**src/rtl/fibo_seq_ctrl_if.sv**
```systemverilog
// Command and term-stream bundle for the Fibonacci sequencer.
// master = requester/consumer side, slave = sequencer side.
interface fibo_seq_ctrl_if #(
  parameter int DATA_W = 8,
  parameter int SKIP_W = 8,
  parameter int CNT_W  = 8
);
  logic              cmd_valid;
  logic              cmd_ready;
  logic [SKIP_W-1:0] cmd_skip;
  logic [CNT_W-1:0]  cmd_count;
  logic              out_valid;
  logic              out_ready;
  logic [DATA_W-1:0] out_data;
  logic              out_last;
  logic              done;
  logic              busy;

  modport master (
    output cmd_valid,
    input  cmd_ready,
    output cmd_skip,
    output cmd_count,
    input  out_valid,
    output out_ready,
    input  out_data,
    input  out_last,
    input  done,
    input  busy
  );

  modport slave (
    input  cmd_valid,
    output cmd_ready,
    input  cmd_skip,
    input  cmd_count,
    output out_valid,
    input  out_ready,
    output out_data,
    output out_last,
    output done,
    output busy
  );
endinterface

```
**src/rtl/fibo_seq_ctrl.sv**
```systemverilog
// Sequencer for the Fibonacci stepper core: restart, skip
// `skip` terms, then stream `count` terms with last/done.
module fibo_seq_ctrl #(
  parameter int DATA_W = 8,
  parameter int SKIP_W = 8,
  parameter int CNT_W  = 8
) (
  input  logic              clk,
  input  logic              rst,
  fibo_seq_ctrl_if.slave    bus,
  output logic              core_rst,
  output logic              core_hold,
  input  logic [DATA_W-1:0] core_val
);

  typedef enum logic [2:0] {
    IDLE,
    RESTART,
    SKIP,
    LOAD,
    EMIT
  } state_t;

  localparam logic [SKIP_W-1:0] SKIP_ZERO = '0;
  localparam logic [SKIP_W-1:0] SKIP_ONE  = SKIP_W'(1);
  localparam logic [CNT_W-1:0]  CNT_ZERO  = '0;
  localparam logic [CNT_W-1:0]  CNT_ONE   = CNT_W'(1);
  localparam logic [CNT_W-1:0]  CNT_TWO   = CNT_W'(2);

  state_t            state;
  state_t            state_n;
  logic [SKIP_W-1:0] skip_cnt;
  logic [CNT_W-1:0]  rem;
  logic              out_valid_q;
  logic [DATA_W-1:0] out_data_q;
  logic              out_last_q;
  logic              done_q;
  logic              accept;
  logic              fire;

  assign accept = bus.cmd_valid && (state == IDLE);
  assign fire   = out_valid_q && bus.out_ready;

  assign bus.cmd_ready = (state == IDLE);
  assign bus.busy      = (state != IDLE);
  assign bus.out_valid = out_valid_q;
  assign bus.out_data  = out_data_q;
  assign bus.out_last  = out_last_q;
  assign bus.done      = done_q;

  always_ff @(posedge clk) begin
    if (rst) state <= IDLE;
    else     state <= state_n;
  end

  always_comb begin
    state_n   = state;
    core_hold = 1'b1;
    unique case (state)
      IDLE: begin
        if (accept && bus.cmd_count != CNT_ZERO)
          state_n = RESTART;
      end
      RESTART: begin
        state_n = (skip_cnt != SKIP_ZERO) ? SKIP : LOAD;
      end
      SKIP: begin
        core_hold = 1'b0;
        if (skip_cnt == SKIP_ONE) state_n = LOAD;
      end
      LOAD: begin
        state_n = EMIT;
      end
      EMIT: begin
        if (fire) begin
          if (rem == CNT_ONE) state_n = IDLE;
          else                core_hold = 1'b0;
        end
      end
      default: state_n = IDLE;
    endcase
  end

  // core_rst is registered so the core sees a clean one-cycle pulse
  always_ff @(posedge clk) begin
    if (rst) begin
      skip_cnt    <= '0;
      rem         <= '0;
      out_valid_q <= 1'b0;
      out_data_q  <= '0;
      out_last_q  <= 1'b0;
      done_q      <= 1'b0;
      core_rst    <= 1'b1;
    end else begin
      done_q   <= 1'b0;
      core_rst <= (state_n == RESTART);
      unique case (state)
        IDLE: begin
          if (accept) begin
            skip_cnt <= bus.cmd_skip;
            rem      <= bus.cmd_count;
            if (bus.cmd_count == CNT_ZERO) done_q <= 1'b1;
          end
        end
        SKIP: begin
          skip_cnt <= skip_cnt - 1'b1;
        end
        LOAD: begin
          out_data_q  <= core_val;
          out_valid_q <= 1'b1;
          out_last_q  <= (rem == CNT_ONE);
        end
        EMIT: begin
          if (fire) begin
            if (rem == CNT_ONE) begin
              out_valid_q <= 1'b0;
              out_last_q  <= 1'b0;
              done_q      <= 1'b1;
            end else begin
              out_data_q <= core_val;
              rem        <= rem - 1'b1;
              out_last_q <= (rem == CNT_TWO);
            end
          end
        end
        default: ;
      endcase
    end
  end

endmodule
```
**src/flat_wrapper.sv**
```systemverilog
// flat-port wrapper written by rule: the top's interface ports become plain ports
module fibo_seq_ctrl_flat 
#(
  parameter int DATA_W = 8,
  parameter int SKIP_W = 8,
  parameter int CNT_W  = 8
)
  (clk, rst, core_rst, core_hold, core_val, bus_cmd_valid, bus_cmd_ready, bus_cmd_skip, bus_cmd_count, bus_out_valid, bus_out_ready, bus_out_data, bus_out_last, bus_done, bus_busy);
  fibo_seq_ctrl_if #(.DATA_W(DATA_W), .SKIP_W(SKIP_W), .CNT_W(CNT_W)) bus_i ();
  input  logic clk;
  input  logic rst;
  output logic core_rst;
  output logic core_hold;
  input  logic [DATA_W-1:0] core_val;
  input wire logic [$bits(bus_i.cmd_valid)-1:0] bus_cmd_valid;
  output wire logic [$bits(bus_i.cmd_ready)-1:0] bus_cmd_ready;
  input wire logic [$bits(bus_i.cmd_skip)-1:0] bus_cmd_skip;
  input wire logic [$bits(bus_i.cmd_count)-1:0] bus_cmd_count;
  output wire logic [$bits(bus_i.out_valid)-1:0] bus_out_valid;
  input wire logic [$bits(bus_i.out_ready)-1:0] bus_out_ready;
  output wire logic [$bits(bus_i.out_data)-1:0] bus_out_data;
  output wire logic [$bits(bus_i.out_last)-1:0] bus_out_last;
  output wire logic [$bits(bus_i.done)-1:0] bus_done;
  output wire logic [$bits(bus_i.busy)-1:0] bus_busy;
  assign bus_i.cmd_valid = bus_cmd_valid;
  assign bus_cmd_ready = bus_i.cmd_ready;
  assign bus_i.cmd_skip = bus_cmd_skip;
  assign bus_i.cmd_count = bus_cmd_count;
  assign bus_out_valid = bus_i.out_valid;
  assign bus_i.out_ready = bus_out_ready;
  assign bus_out_data = bus_i.out_data;
  assign bus_out_last = bus_i.out_last;
  assign bus_done = bus_i.done;
  assign bus_busy = bus_i.busy;
  fibo_seq_ctrl #(.DATA_W(DATA_W), .SKIP_W(SKIP_W), .CNT_W(CNT_W)) u_core (.clk(clk), .rst(rst), .bus(bus_i), .core_rst(core_rst), .core_hold(core_hold), .core_val(core_val));
endmodule
```
**config.mk**
```make
export PLATFORM = sky130hd
export DESIGN_NAME = fibo_seq_ctrl_flat
export DESIGN_NICKNAME = d
export VERILOG_FILES = /design/src/rtl/fibo_seq_ctrl_if.sv /design/src/rtl/fibo_seq_ctrl.sv /design/src/flat_wrapper.sv
export SDC_FILE = /design/constraint.sdc
export NUM_CORES = 1
export LEC_CHECK = 0
export CAP_MARGIN = 15
export CORE_ASPECT_RATIO = 0.75
export CORE_MARGIN = 5
export CORE_UTILIZATION = 51
export CTS_BUF_LIST = sky130_fd_sc_hd__clkbuf_8
export DETAILED_ROUTE_END_ITERATION = 10
export PLACE_DENSITY = 0.92
export SETUP_SLACK_MARGIN = 0.5
export SLEW_MARGIN = 10
export SYNTH_ARGS = -nofsm -noshare
export SYNTH_HDL_FRONTEND = slang
export SYNTH_SLANG_ARGS = --single-unit
export TNS_END_PERCENT = 30
```
**constraint.sdc**
```tcl
create_clock -name clk -period 2.21 [get_ports clk]
set_input_delay 0.442 -clock clk [delete_from_list [all_inputs] [get_ports clk]]
set_output_delay 0.442 -clock clk [all_outputs]
set_load 0.05 [all_outputs]
```
### Word-level counts from Yosys, hierarchy flattened

Cells that the tools add are included.

| operators by class | value |
|---|---|
| mux-type cells | 28 |
| reductions and logical operators | 16 |
| add/subtract/negate cells | 2 |
| eq/ne operators | 12 |

Operators by type and width:

| operator | number |
|---|---|
| $mux W8 | 6 |
| $pmux W8 S2 | 3 |
| $eq A8 B1 Y1 const B | 2 |
| $reduce_bool A8 Y1 | 2 |
| $sub A8 B1 Y8 const B | 2 |
| $pmux W3 S5 | 1 |
| $mux W3 | 4 |
| $mux W1 | 10 |
| $eq A8 B2 Y1 const B | 1 |
| $logic_not A8 Y1 | 1 |
| $pmux W1 S2 | 4 |
| $eq A3 B1 Y1 const B | 2 |
| $eq A3 B2 Y1 const B | 2 |
| $ne A2 B1 Y1 const B | 3 |
| $reduce_and A3 Y1 | 2 |
| $reduce_bool A2 Y1 | 3 |
| $reduce_and A2 Y1 | 2 |
| $reduce_and A4 Y1 | 1 |
| $eq A3 B3 Y1 const B | 1 |
| $logic_and A1 B1 Y1 | 3 |
| $logic_not A3 Y1 | 1 |
| $reduce_bool A3 Y1 | 1 |
| $ne A2 B2 Y1 const B | 1 |

| word-level totals | value |
|---|---|
| logic and storage cells | 66 |
| input bits | 28 |
| register bits | 31 |
| output and inout bits | 15 |

### Depth between registers and ports, before layout

| logic depth | value |
|---|---|
| depth after elaboration | 6 |
| mapped depth | 6 |
| depth with buffers taken out | 6 |

### Worst setup path before layout

Ideal clock, no wire load.

| timing | value |
|---|---|
| kind | reg-to-output |
| from | register u_core.rem[2] |
| to | output core_hold |
| path buffers | 0 |
| arrival time | 1.799 ns |
| setup slack | -0.031 ns |
| cell stages (with the launch flop) | 4 |
| data required time | 1.768 ns |
| path through | dfxtp_1 -> nor4_2 -> a211oi_2 -> nor2_1 |

| between the ends | value |
|---|---|
| longest elaborated chain between the ends | 4 |

Ends and longest elaborated chain:

| item | line | text |
|---|---|---|
| from (decl) | fibo_seq_ctrl.sv:33 | `logic [CNT_W-1:0] rem;` |
| from (signal assigned) | fibo_seq_ctrl.sv:101 | `rem <= bus.cmd_count;` |
| from (signal assigned) | fibo_seq_ctrl.sv:121 | `rem <= rem - 1'b1;` |
| $eq A8 B1 Y1 | fibo_seq_ctrl.sv:76 | `if (rem == CNT_ONE) state_n = IDLE;` |
| $mux W1 | fibo_seq_ctrl.sv:76 |  |
| $mux W1 | fibo_seq_ctrl.sv:75 | `if (fire) begin` |
| $pmux W1 S2 | fibo_seq_ctrl.sv:59 | `unique case (state)` |
| to (decl) | flat_wrapper.sv:13 | `output logic core_hold;` |

No other way between the ends.

### Worst setup path in the final report

| timing | value |
|---|---|
| from | register u_core.rem[1] |
| to | output core_hold |

Same word-level chain as after synthesis.

==> summary.md <==
| Metric | Value |
|---|---|
| Clock skew | a little over 7 ps |
| Core area | about 3300 µm² |
| Layout cells sized above 1 | ~27% |
| Critical R2R Capture | u_core.rem[0] |
| Crit path from | u_core.rem[1] |
| Yosys warnings | 0 |
| Synth cell types | 54 |
| RePlAce Congestion | roughly 0.84 |
| Final Non-Filler Cells | between 300 and 400 |
| 1st-pass router iterations | 5 |
| Port bufs | 42 |
| CTS Hold Bufs | 0 |
| Final setup viols | 0 |
| Largest net degree at the start of global routing | 16 |
| Hold wc startpoint | u_core.bus.out_data[6] |
| Synthesized instance count | 214 |
| Worst-Margin Slew | about 540 ps |
| R2R Setup Slk | 330 ps |
| DR vias | 2,127 |
| Tcrit/Tclk final | around nine tenths |
| P&R area growth vs syn | 50.8% |
| Cells on Worst Hold Path | 2 |
| Die width | slightly below 80 µm |
| Main flop type after synthesis | dfxtp_1 |
| Avg Vias per Cell | between 6 and 7 |
| Setup WS post-layout | 188 ps |
| Worst Hold Class | register to register |
| Total track usage | between 20% and 30% |
| Post-DP HPWL | 3480 µm |
| Pins over their slew limit | 0 |
| Pre-CTS WS | 77.2 ps |
| Max Root-Sink Buffers | 2 |
| Die height | about 61 µm |
| Area share of the largest cell type after synthesis | 34.9% |
| Total grt overflow | 0 |
| Critical path endpoint category | output pin |
| RSZ-0062 raised after global routing | true |
| Detailed Route WL | around 6500 µm |
| Residual DRC count | 0 |
| Clk_lat worst skew | about 300 ps |
| Clk slew on worst S/H paths | about 70 ps |
| Slew headroom | between 60% and 70% |
| Post-Syn Area | between 1500 and 2000 µm² |
| Minimum clock period after layout | just over 2000 ps |
| Hold Path End | u_core.bus.out_data[6] |
| Pwr dens | between 700 and 800 nW/µm² |
| Ys async rst share | 0% |
| MaxCap Viol Count | 0 |
| Final Util | 80.5% |
| Total CTS buffers | 5 |
| Post-synthesis sequential area ratio | 34.9% |
| Top cells by area, synth | dfxtp_1 35%, a21oi_1 7.9%, nand3_1 4.5% |
| Setup TNS | 0 ps |
| Max IR drop VDD | ~0.54 mV |
| Number of diodes | 0 |
| FF-to-FF Start | u_core.rem[1] |
| Die area | approximately 4800 µm² |
| CTS tree | built |
| Crit path DAT | roughly 1600 ps |
| H-tree Lvls | 2 |
| # IOs | 43 |
| First-pass GRT wire length | between 9000 and 10,000 µm |
| WL/cell | 20.3 µm |
| Clk sinks | 31 |
| Starting density of the core | between 50% and 60% |
| Seq cells post-synth | 31 |
| CP startpoint kind | register |
| Lkg Pwr | 1.07 nW |
| Vias in the first global route | about 1,900 |
| Total power | 2.07 mW |
| Fmax | 0.495 GHz |
| Placed insts | roughly 300 |
| Core Rows | 18 |
| Starting DRT DRC Count | roughly 170 |
| CP Class | register to output pin |
| Average cell area after synthesis | 8.31 µm² |
| Synthesized net count | 248 |
| Fin nets | roughly 310 |
| Status | finished clean |
| Initial antenna violation count | 0 |
| CP max FO | 3 |
| Leading area contributor after synthesis | dfxtp_1 |
| Worst r2r path cells | 7 |
| Commonest non-fill, non-tap cells in the layout | 28 x a21oi_1, 28 x clkdlybuf4s50_1, 27 x buf_4 |
| Antenna Nets Post-Route | 0 |
| Post-synth EDFFs | 0 |
| Final Hold Viols | 0 |
| CP required | between 1500 and 2000 ps |
| CTS root buf | clkbuf_8 |
## power by group
group / leakage, nW / switching (mW) / internal [mW] / total, mW
logic: 0.749 / 0.456 / 0.330 / 0.785
registers: 0.257 / 0.0647 / 0.624 / 0.688
clock network: 0.0612 / 0.232 / 0.365 / 0.597
total: 1.07 / 0.753 / 1.32 / 2.07
## flip-flops by register name (all words and copies together) (netlist names)
signal and flops:
u_core.bus.out_last 1, u_core.bus.out_valid 1, u_core.bus.out_data 8, u_core.state 3, u_core.core_rst 1, u_core.rem 8
u_core.bus.done 1, u_core.skip_cnt 8
## stage by stage
| stage | instance area (µm²) | hold WS, ps |
|---|---|---|
| finish | 2680 | 484 |
| global route | 2680 | 509 |
| CTS | 2540 | 478 |
| detailed placement | 2300 | 462 |
| global placement | 2300 | 451 |
| floorplan | 1800 | 448 |
## area by class of cell
cell class              count  area [µm²]
well taps                  40        50.0
multi-input cells         166        1200
repair buffers             69         651
inverters                   7        27.5
fillers                   182         651
clock buffers               6        82.6
clock inverters             2        35.0
flip-flops and latches     31         637
## timing repair
item	in CTS	in global routing
setup endpoints to repair	37	38
pin swaps	4	13
buffers inserted	8	7
hold endpoints to repair	0	0
resized for setup	21	28
cloned	1	0
## cell families after synthesis
| logic type | Yosys count | share of synthesized area, % |
|---|---|---|
| and+or+nand+nor | 83 | 26.7 |
| DFF | 31 | 34.9 |
| AOI/OAI and AO/OA | 75 | 29.3 |
| buffers and inverters | 18 | 4.50 |
| xor gates and xnor gates | 1 | 0.492 |
| adders and majority gates | 6 | 4.22 |
## metal layers
metal	up-vias	part of all wire, %	GRT usage (%)
li1	939	-	-
met1	998	38	28.3
met2	142	47	42.3
met3	48	8.4	5.99
met4	0	6.0	15.2
met5	-	0	0
## cells in the mapped netlist, drive strengths merged (3+ instances only)
master  count
nand2      15
o211ai      4
a31oi       3
o21ai      13
nand4       4
a22oi       4
nor2       15
a21oi      28
nor3        4
ha          6
or3b        3
a211oi      4
dfxtp      31
or4         3
buf         6
inv         6
nand2b      5
clkbuf      5
nor3b       5
and2        3
nand3      16
o32ai       4
## how the worst max path moves through the flow
stage          slack, ps               to
2_1_floorplan        450    u_core.rem[0]
4_1_cts              280        core_hold
3_5_place_dp          80  u_core.bus.done
6_report             190        core_hold
3_3_place_gp         130  u_core.bus.done
5_1_grt              120        core_hold
## critical path, stage by stage (launching register included)
cell	delay, ps
dfxtp_2	330
inv_2	80
ha_4	150
nor3b_4	210
a211oi_2	90
buf_4	160
nor2_4	100
buf_8	160
Note: power is estimated with default switching activity, not from simulation.
